**src/rtl/iccm_dumper_if.sv**
```systemverilog
// Bus bundle for iccm_dumper: dump control, SRAM native read port and UART TX.
// The slave modport is the dumper's view; master is the controller/SRAM/UART side.
interface iccm_dumper_if #(
  parameter int ADDR_W = 12
);
  logic [15:0]       clks_per_bit_i;
  logic              dump_i;
  logic [ADDR_W-1:0] start_addr_i;
  logic [ADDR_W:0]   num_words_i;
  logic              csb_o;
  logic [ADDR_W-1:0] addr_o;
  logic [31:0]       rdata_i;
  logic              tx_o;
  logic              busy_o;
  logic              done_o;

  modport slave (
    input  clks_per_bit_i, dump_i, start_addr_i, num_words_i, rdata_i,
    output csb_o, addr_o, tx_o, busy_o, done_o
  );

  modport master (
    output clks_per_bit_i, dump_i, start_addr_i, num_words_i, rdata_i,
    input  csb_o, addr_o, tx_o, busy_o, done_o
  );
endinterface

```
**src/rtl/iccm_dumper.sv**
```systemverilog
// SRAM readback engine: reads N words and streams them little-endian as 8N1 UART frames.
// Optional trailing 8-bit modular checksum frame when ICCM_DUMPER_CHECKSUM_EN is defined.
module iccm_dumper #(
  parameter int ADDR_W = 12
) (
  input  logic         clk_i,
  input  logic         rst_i,
  iccm_dumper_if.slave bus
);
  typedef enum logic [2:0] {
    S_IDLE,
    S_RD_REQ,
    S_RD_WAIT,
    S_START,
    S_DATA,
    S_STOP,
`ifdef ICCM_DUMPER_CHECKSUM_EN
    S_CSUM,
`endif
    S_FIN
  } state_e;

  state_e            state_q, state_d;
  logic [ADDR_W-1:0] addr_q, addr_d;
  logic [ADDR_W:0]   remain_q, remain_d;
  logic [31:0]       word_q, word_d;
  logic [1:0]        byte_q, byte_d;
  logic [3:0]        bit_q, bit_d;
  logic [15:0]       cnt_q, cnt_d;
  logic [15:0]       bper_q, bper_d;
  logic [15:0]       bper_eff;
  logic              bit_end;
  logic              in_bit;
  logic [7:0]        cur_byte;
  logic              csb_c, tx_c, done_c;
`ifdef ICCM_DUMPER_CHECKSUM_EN
  logic [7:0]        sum_q, sum_d;
  logic [2:0]        sbit;
  assign sbit = 3'(bit_q - 4'd1);
`endif

  localparam logic [ADDR_W:0]   REM_ONE  = 1;
  localparam logic [ADDR_W-1:0] ADDR_ONE = 1;

  assign bper_eff = (bus.clks_per_bit_i == 16'd0) ? 16'd1 : bus.clks_per_bit_i;
  assign bit_end  = (cnt_q == bper_q - 16'd1);
  assign cur_byte = word_q[{byte_q, 3'b000} +: 8];

  assign bus.csb_o  = csb_c;
  assign bus.addr_o = addr_q;
  assign bus.tx_o   = tx_c;
  assign bus.done_o = done_c;
  assign bus.busy_o = (state_q != S_IDLE);

  always_comb begin
    state_d  = state_q;
    addr_d   = addr_q;
    remain_d = remain_q;
    word_d   = word_q;
    byte_d   = byte_q;
    bit_d    = bit_q;
    cnt_d    = cnt_q;
    bper_d   = bper_q;
    in_bit   = 1'b0;
    csb_c    = 1'b1;
    tx_c     = 1'b1;
    done_c   = 1'b0;
`ifdef ICCM_DUMPER_CHECKSUM_EN
    sum_d    = sum_q;
`endif
    case (state_q)
      S_IDLE: begin
        if (bus.dump_i) begin
          addr_d   = bus.start_addr_i;
          remain_d = bus.num_words_i;
`ifdef ICCM_DUMPER_CHECKSUM_EN
          sum_d    = 8'h00;
          if (bus.num_words_i == '0) begin
            state_d = S_CSUM;
            bit_d   = 4'd0;
            cnt_d   = 16'd0;
            bper_d  = bper_eff;
          end else begin
            state_d = S_RD_REQ;
          end
`else
          state_d  = (bus.num_words_i == '0) ? S_FIN : S_RD_REQ;
`endif
        end
      end
      S_RD_REQ: begin
        csb_c   = 1'b0;
        state_d = S_RD_WAIT;
      end
      S_RD_WAIT: begin
        word_d  = bus.rdata_i;
        byte_d  = 2'd0;
        cnt_d   = 16'd0;
        bper_d  = bper_eff;
        state_d = S_START;
      end
      S_START: begin
        in_bit = 1'b1;
        tx_c   = 1'b0;
        if (bit_end) begin
          bit_d   = 4'd0;
          state_d = S_DATA;
        end
      end
      S_DATA: begin
        in_bit = 1'b1;
        tx_c   = cur_byte[bit_q[2:0]];
        if (bit_end) begin
          if (bit_q == 4'd7) state_d = S_STOP;
          else               bit_d   = bit_q + 4'd1;
        end
      end
      S_STOP: begin
        in_bit = 1'b1;
        if (bit_end) begin
`ifdef ICCM_DUMPER_CHECKSUM_EN
          sum_d = sum_q + cur_byte;
`endif
          if (byte_q != 2'd3) begin
            byte_d  = byte_q + 2'd1;
            state_d = S_START;
          end else begin
            remain_d = remain_q - REM_ONE;
            addr_d   = addr_q + ADDR_ONE;
            // remain_q still holds the pre-decrement count here
            if (remain_q != REM_ONE) begin
              state_d = S_RD_REQ;
            end else begin
`ifdef ICCM_DUMPER_CHECKSUM_EN
              bit_d   = 4'd0;
              state_d = S_CSUM;
`else
              state_d = S_FIN;
`endif
            end
          end
        end
      end
`ifdef ICCM_DUMPER_CHECKSUM_EN
      // Whole checksum frame in one state: bit 0 start, 1..8 data, 9 stop
      S_CSUM: begin
        in_bit = 1'b1;
        if (bit_q == 4'd0)      tx_c = 1'b0;
        else if (bit_q == 4'd9) tx_c = 1'b1;
        else                    tx_c = sum_q[sbit];
        if (bit_end) begin
          if (bit_q == 4'd9) state_d = S_FIN;
          else               bit_d   = bit_q + 4'd1;
        end
      end
`endif
      S_FIN: begin
        done_c  = 1'b1;
        state_d = S_IDLE;
      end
      default: state_d = S_IDLE;
    endcase

    if (in_bit) begin
      if (bit_end) begin
        cnt_d  = 16'd0;
        bper_d = bper_eff;
      end else begin
        cnt_d  = cnt_q + 16'd1;
      end
    end
  end

  always_ff @(posedge clk_i or posedge rst_i) begin
    if (rst_i) begin
      state_q  <= S_IDLE;
      addr_q   <= '0;
      remain_q <= '0;
      word_q   <= 32'h0;
      byte_q   <= 2'd0;
      bit_q    <= 4'd0;
      cnt_q    <= 16'd0;
      bper_q   <= 16'd1;
`ifdef ICCM_DUMPER_CHECKSUM_EN
      sum_q    <= 8'h00;
`endif
    end else begin
      state_q  <= state_d;
      addr_q   <= addr_d;
      remain_q <= remain_d;
      word_q   <= word_d;
      byte_q   <= byte_d;
      bit_q    <= bit_d;
      cnt_q    <= cnt_d;
      bper_q   <= bper_d;
`ifdef ICCM_DUMPER_CHECKSUM_EN
      sum_q    <= sum_d;
`endif
    end
  end
endmodule

```
**src/flat_wrapper.sv**
```systemverilog
// flat-port wrapper written by rule: the top's interface ports become plain ports
module iccm_dumper_flat 
#(
  parameter int ADDR_W = 12
)
  (clk_i, rst_i, bus_clks_per_bit_i, bus_dump_i, bus_start_addr_i, bus_num_words_i, bus_rdata_i, bus_csb_o, bus_addr_o, bus_tx_o, bus_busy_o, bus_done_o);
  iccm_dumper_if #(.ADDR_W(ADDR_W)) bus_i ();
  input  logic clk_i;
  input  logic rst_i;
  input wire logic [$bits(bus_i.clks_per_bit_i)-1:0] bus_clks_per_bit_i;
  input wire logic [$bits(bus_i.dump_i)-1:0] bus_dump_i;
  input wire logic [$bits(bus_i.start_addr_i)-1:0] bus_start_addr_i;
  input wire logic [$bits(bus_i.num_words_i)-1:0] bus_num_words_i;
  input wire logic [$bits(bus_i.rdata_i)-1:0] bus_rdata_i;
  output wire logic [$bits(bus_i.csb_o)-1:0] bus_csb_o;
  output wire logic [$bits(bus_i.addr_o)-1:0] bus_addr_o;
  output wire logic [$bits(bus_i.tx_o)-1:0] bus_tx_o;
  output wire logic [$bits(bus_i.busy_o)-1:0] bus_busy_o;
  output wire logic [$bits(bus_i.done_o)-1:0] bus_done_o;
  assign bus_i.clks_per_bit_i = bus_clks_per_bit_i;
  assign bus_i.dump_i = bus_dump_i;
  assign bus_i.start_addr_i = bus_start_addr_i;
  assign bus_i.num_words_i = bus_num_words_i;
  assign bus_i.rdata_i = bus_rdata_i;
  assign bus_csb_o = bus_i.csb_o;
  assign bus_addr_o = bus_i.addr_o;
  assign bus_tx_o = bus_i.tx_o;
  assign bus_busy_o = bus_i.busy_o;
  assign bus_done_o = bus_i.done_o;
  iccm_dumper #(.ADDR_W(ADDR_W)) u_core (.clk_i(clk_i), .rst_i(rst_i), .bus(bus_i));
endmodule
```
**config.mk**
```make
export PLATFORM = sky130hd
export DESIGN_NAME = iccm_dumper_flat
export DESIGN_NICKNAME = d
export VERILOG_FILES = /design/src/rtl/iccm_dumper_if.sv /design/src/rtl/iccm_dumper.sv /design/src/flat_wrapper.sv
export SDC_FILE = /design/constraint.sdc
export NUM_CORES = 1
export LEC_CHECK = 0
export ABC_AREA = 1
export ABC_CLOCK_PERIOD_IN_PS = 3000
export CAP_MARGIN = 30
export CORE_MARGIN = 2
export CORE_UTILIZATION = 52
export CTS_BUF_LIST = sky130_fd_sc_hd__clkbuf_4 sky130_fd_sc_hd__clkbuf_8
export DETAILED_ROUTE_END_ITERATION = 6
export HOLD_SLACK_MARGIN = 0.02
export PLACE_DENSITY_LB_ADDON = 0.25
export SYNTH_ARGS = -nofsm -noshare
export SYNTH_HDL_FRONTEND = slang
export SYNTH_SLANG_ARGS = --single-unit
```
**constraint.sdc**
```tcl
create_clock -name clk_i -period 3 [get_ports clk_i]
set_input_delay 0.6 -clock clk_i [delete_from_list [all_inputs] [get_ports clk_i]]
set_output_delay 0.6 -clock clk_i [all_outputs]
set_load 0.05 [all_outputs]
```
==> out/qor.yml <==
cts:
  post_cts_buffers: 0
  htreeDepth: 3
  tritoncts: "yes"
  clock_sinks: 98
  clk_pin_slew_worst_paths_ns: 0.10
  cts_root_buf: "sky130_fd_sc_hd__clkbuf_8"
  hold_bufs_inserted_after_cts: 0
  number_of_buffers_created_by_cts: 9
  resize_count_post_cts: 0
  clock_insertion_delay_worst_skew_ns: 0.39
  clock_tree.buffer_depth: 2
timing:
  finalCritPeriodShare_pct: 90.4
  timing_worst_slew_pin_value_ns: 0.847
  hold_violations: 0
  maxSlewHeadroom_pct: 43.5
  worst_hold_slack_ns: 0.475
  max_freq_mhz: 369
  timing.final.setup_violations: 0
  fin_crit_ns: 2.71
  final.setup.tns_ns: 0
  final_max_slew_viol_count: 0
  fin_skew_ns: 0.0129
  rsz0062_at_grt: "no"
  post-route-worst-setup-slack_ns: 0.287
finish:
  post_route_cells_drive_above_1_share_pct: 5.52
  finalNonFillerCells: 1219
  final_nets: 1130
  area.sequential_um2: 2450
  multi_input_comb_area_um2: 3490
  num-fill-cells: 1156
  area_growth_pct: 20.7
  antenna-diode-count: 0
route:
  ant_nets: 0
  drc: 0
  num_vias: 6334
  vias_per_cell: 5.20
  detail_route.iter0.violations: 397
  totalWireLength_mm: 16.1
  wl_per_cell_um: 13.2
  drt_pre_antenna_iters: 5
floorplan:
  initial_core_utilization_pct: 53.5
  core_um2: 12100
  die_area_um2: 13400
  io_pins: 92
  std_cell_rows: 40
  die_x_um: 116
  die_height_um: 116
worst_setup_path:
  critical_path_required_ns: 2.40
  critical_path.endpoint_type: "output port"
  worst_ep_arrival_time_ns: 2.11
  criticalPathCategory: "register to output port"
  start_kind: "register"
  critical_path.max_fanout: 19
place:
  preCtsSetupSlack_ns: 0.285
  portBuffers: 91
  place.detailed.hpwl_mm: 12.2
  place_congestion: 0.950
  dpl.cell_count: 1204
logic_synthesis:
  postSynthAreaPerCell_um2: 6.76
  synth_flop_cell: "sky130_fd_sc_hd__dfrtp_1"
  ys_seq_area_share_pct: 37.9
  synthArstFlopShare_pct: 100
  top_cells_by_count_synth: "376 x sky130_fd_sc_hd__nand2_1, 101 x sky130_fd_sc_hd__inv_1, 97 x sky130_fd_sc_hd__dfrtp_1"
  yosys.cell_types.count: 41
  syn-instance-count: 959
  synthMostInstantiatedCell: "sky130_fd_sc_hd__nand2_1"
  yosysWarnings: 0
  synth_seq_cells: 98
  yosys.area.top_type: "sky130_fd_sc_hd__dfrtp_1"
  synth.top_cell.area_share_pct: 37.5
  netlist_top_cells_area: "sky130_fd_sc_hd__dfrtp_1 37%, sky130_fd_sc_hd__nand2_1 22%, sky130_fd_sc_hd__inv_1 5.9%, sky130_fd_sc_hd__o21ai_0 5.3%, sky130_fd_sc_hd__nor2_1 4.4%"
  postSynthNetCount: 1042
  syn_area_um2: 6480
  synth-edff-count: 0
power:
  vdd_drop_max_v: 0.000498
  cellLeakagePower_uw: 0.00389
  powerDensity_nw_per_um2: 910
grt:
  grt.total_usage_pct: 25.7
  grt_antenna_before_repair: 0
  maximum_number_of_pins_on_one_net_before_global_route_repair: 55
  grt_pass1_wl_mm: 27.5
  grt_pass1_vias: 6012
  grt_overflow: 0
worst_hold_path:
  holdCritPathClass: "register to register"
flow_run:
  cap_violations: 0
outcome:
  outcome: "complete, no violations"
## final cells by class
class | instances | share of cell area (%)
timing repair buffer | 106 | 13.4
multi-input combinational | 725 | 44.6
sequential | 98 | 31.4
clock inverter | 5 | 1.01
clock buffer | 10 | 1.68
inverter | 107 | 5.23
tap | 168 | 2.69
## worst max-delay path: stages, from the launching register on
cell and delay, ns:
sky130_fd_sc_hd__dfrtp_1 0.34, sky130_fd_sc_hd__buf_4 0.27, sky130_fd_sc_hd__clkinvlp_4 0.23, sky130_fd_sc_hd__nor2_1 0.15
sky130_fd_sc_hd__o221ai_1 0.14, sky130_fd_sc_hd__nand3_1 0.11, sky130_fd_sc_hd__nand3_1 0.08, sky130_fd_sc_hd__nand3_1 0.09
sky130_fd_sc_hd__nand2_1 0.09, sky130_fd_sc_hd__buf_4 0.20
## flip-flops by register name (all words and copies together), names as in the netlist
signal,flops
u_core.bus.addr_o,12
u_core.cnt_q,16
u_core.state_q,3
u_core.bit_q,4
u_core.word_q,32
u_core.remain_q,13
u_core.bper_q,16
u_core.byte_q,2
## cells in the final DEF, fill, tap and decap left out, types with 4 or more instances in the layout
master / Yosys / final
sky130_fd_sc_hd__nand2_1: 376 / 376
sky130_fd_sc_hd__inv_1: 101 / 100
sky130_fd_sc_hd__dfrtp_1: 97 / 97
sky130_fd_sc_hd__clkdlybuf4s50_1: 0 / 90
sky130_fd_sc_hd__nor2_1: 76 / 76
sky130_fd_sc_hd__o21ai_0: 68 / 68
sky130_fd_sc_hd__nand3_1: 55 / 55
sky130_fd_sc_hd__xor2_1: 23 / 23
sky130_fd_sc_hd__mux2i_1: 17 / 17
sky130_fd_sc_hd__buf_4: 2 / 14
sky130_fd_sc_hd__o22ai_1: 12 / 12
sky130_fd_sc_hd__nand4_1: 11 / 11
sky130_fd_sc_hd__nor4_1: 10 / 10
sky130_fd_sc_hd__nor3_1: 9 / 9
sky130_fd_sc_hd__clkbuf_8: 0 / 9
sky130_fd_sc_hd__o221ai_1: 8 / 8
sky130_fd_sc_hd__a21oi_1: 7 / 7
sky130_fd_sc_hd__ha_1: 7 / 7
sky130_fd_sc_hd__o21ai_1: 6 / 6
sky130_fd_sc_hd__nor2_2: 6 / 5
sky130_fd_sc_hd__xnor2_1: 5 / 5
sky130_fd_sc_hd__inv_2: 5 / 5
sky130_fd_sc_hd__nor2_4: 3 / 4
## kinds of logic after synthesis
group | Yosys count | synth area share (%)
compound gates | 112 | 9.79
xor+xnor | 28 | 3.79
fa+ha+maj | 7 | 1.35
buf+inv | 136 | 8.36
flops | 98 | 37.9
mux | 18 | 2.80
simple gates | 560 | 36.0
## layer usage
layer	vias to the layer above	GRT usage [%]	share of wire [%]
met5	-	0	0
met4	0	10.3	1.9
met3	33	3.29	3.9
met2	160	42.8	48
met1	2907	34.4	46
li1	3234	-	-
## worst paths after layout
kind | startpoint | cells past startpoint | to | slack (ns)
setup / recovery | u_core.byte_q[0]$_DFFE_PP0P_ | 9 | bus_tx_o | 0.29
hold reg to reg | u_core.word_q[7]$_DFFE_PP0P_ | 2 | u_core.word_q[7]$_DFFE_PP0P_ | 0.48
setup reg to reg | u_core.state_q[0]$_DFFE_PP0P_ | 11 | u_core.cnt_q[13]$_DFFE_PP0P_ | 0.31
hold / removal | u_core.word_q[7]$_DFFE_PP0P_ | 2 | u_core.word_q[7]$_DFFE_PP0P_ | 0.48
max in group asynchronous | rst_i | 3 | u_core.bus.addr_o[10]$_DFFE_PP0P_ | 1.87
min in group asynchronous | rst_i | 2 | u_core.cnt_q[2]$_DFFE_PP0P_ | 0.53
## where the power goes
part | switching [uW] | internal, uW
sequential | 506 | 1850
clock | 470 | 475
combinational | 2490 | 1320
total | 3460 | 3650
## metrics by stage
| step | power (uW) | cell area, um^2 | utilization [%] |
|---|---|---|---|
| floorplan | 5180 | 6480 | - |
| global placement | 6080 | 7600 | 62.8 |
| detailed placement | 6180 | 7600 | 62.8 |
| CTS | 7140 | 7810 | 64.5 |
| global route | 7800 | 7820 | 64.5 |
| finish | 7110 | 7820 | 64.5 |
(Power assumes the default switching activity.)
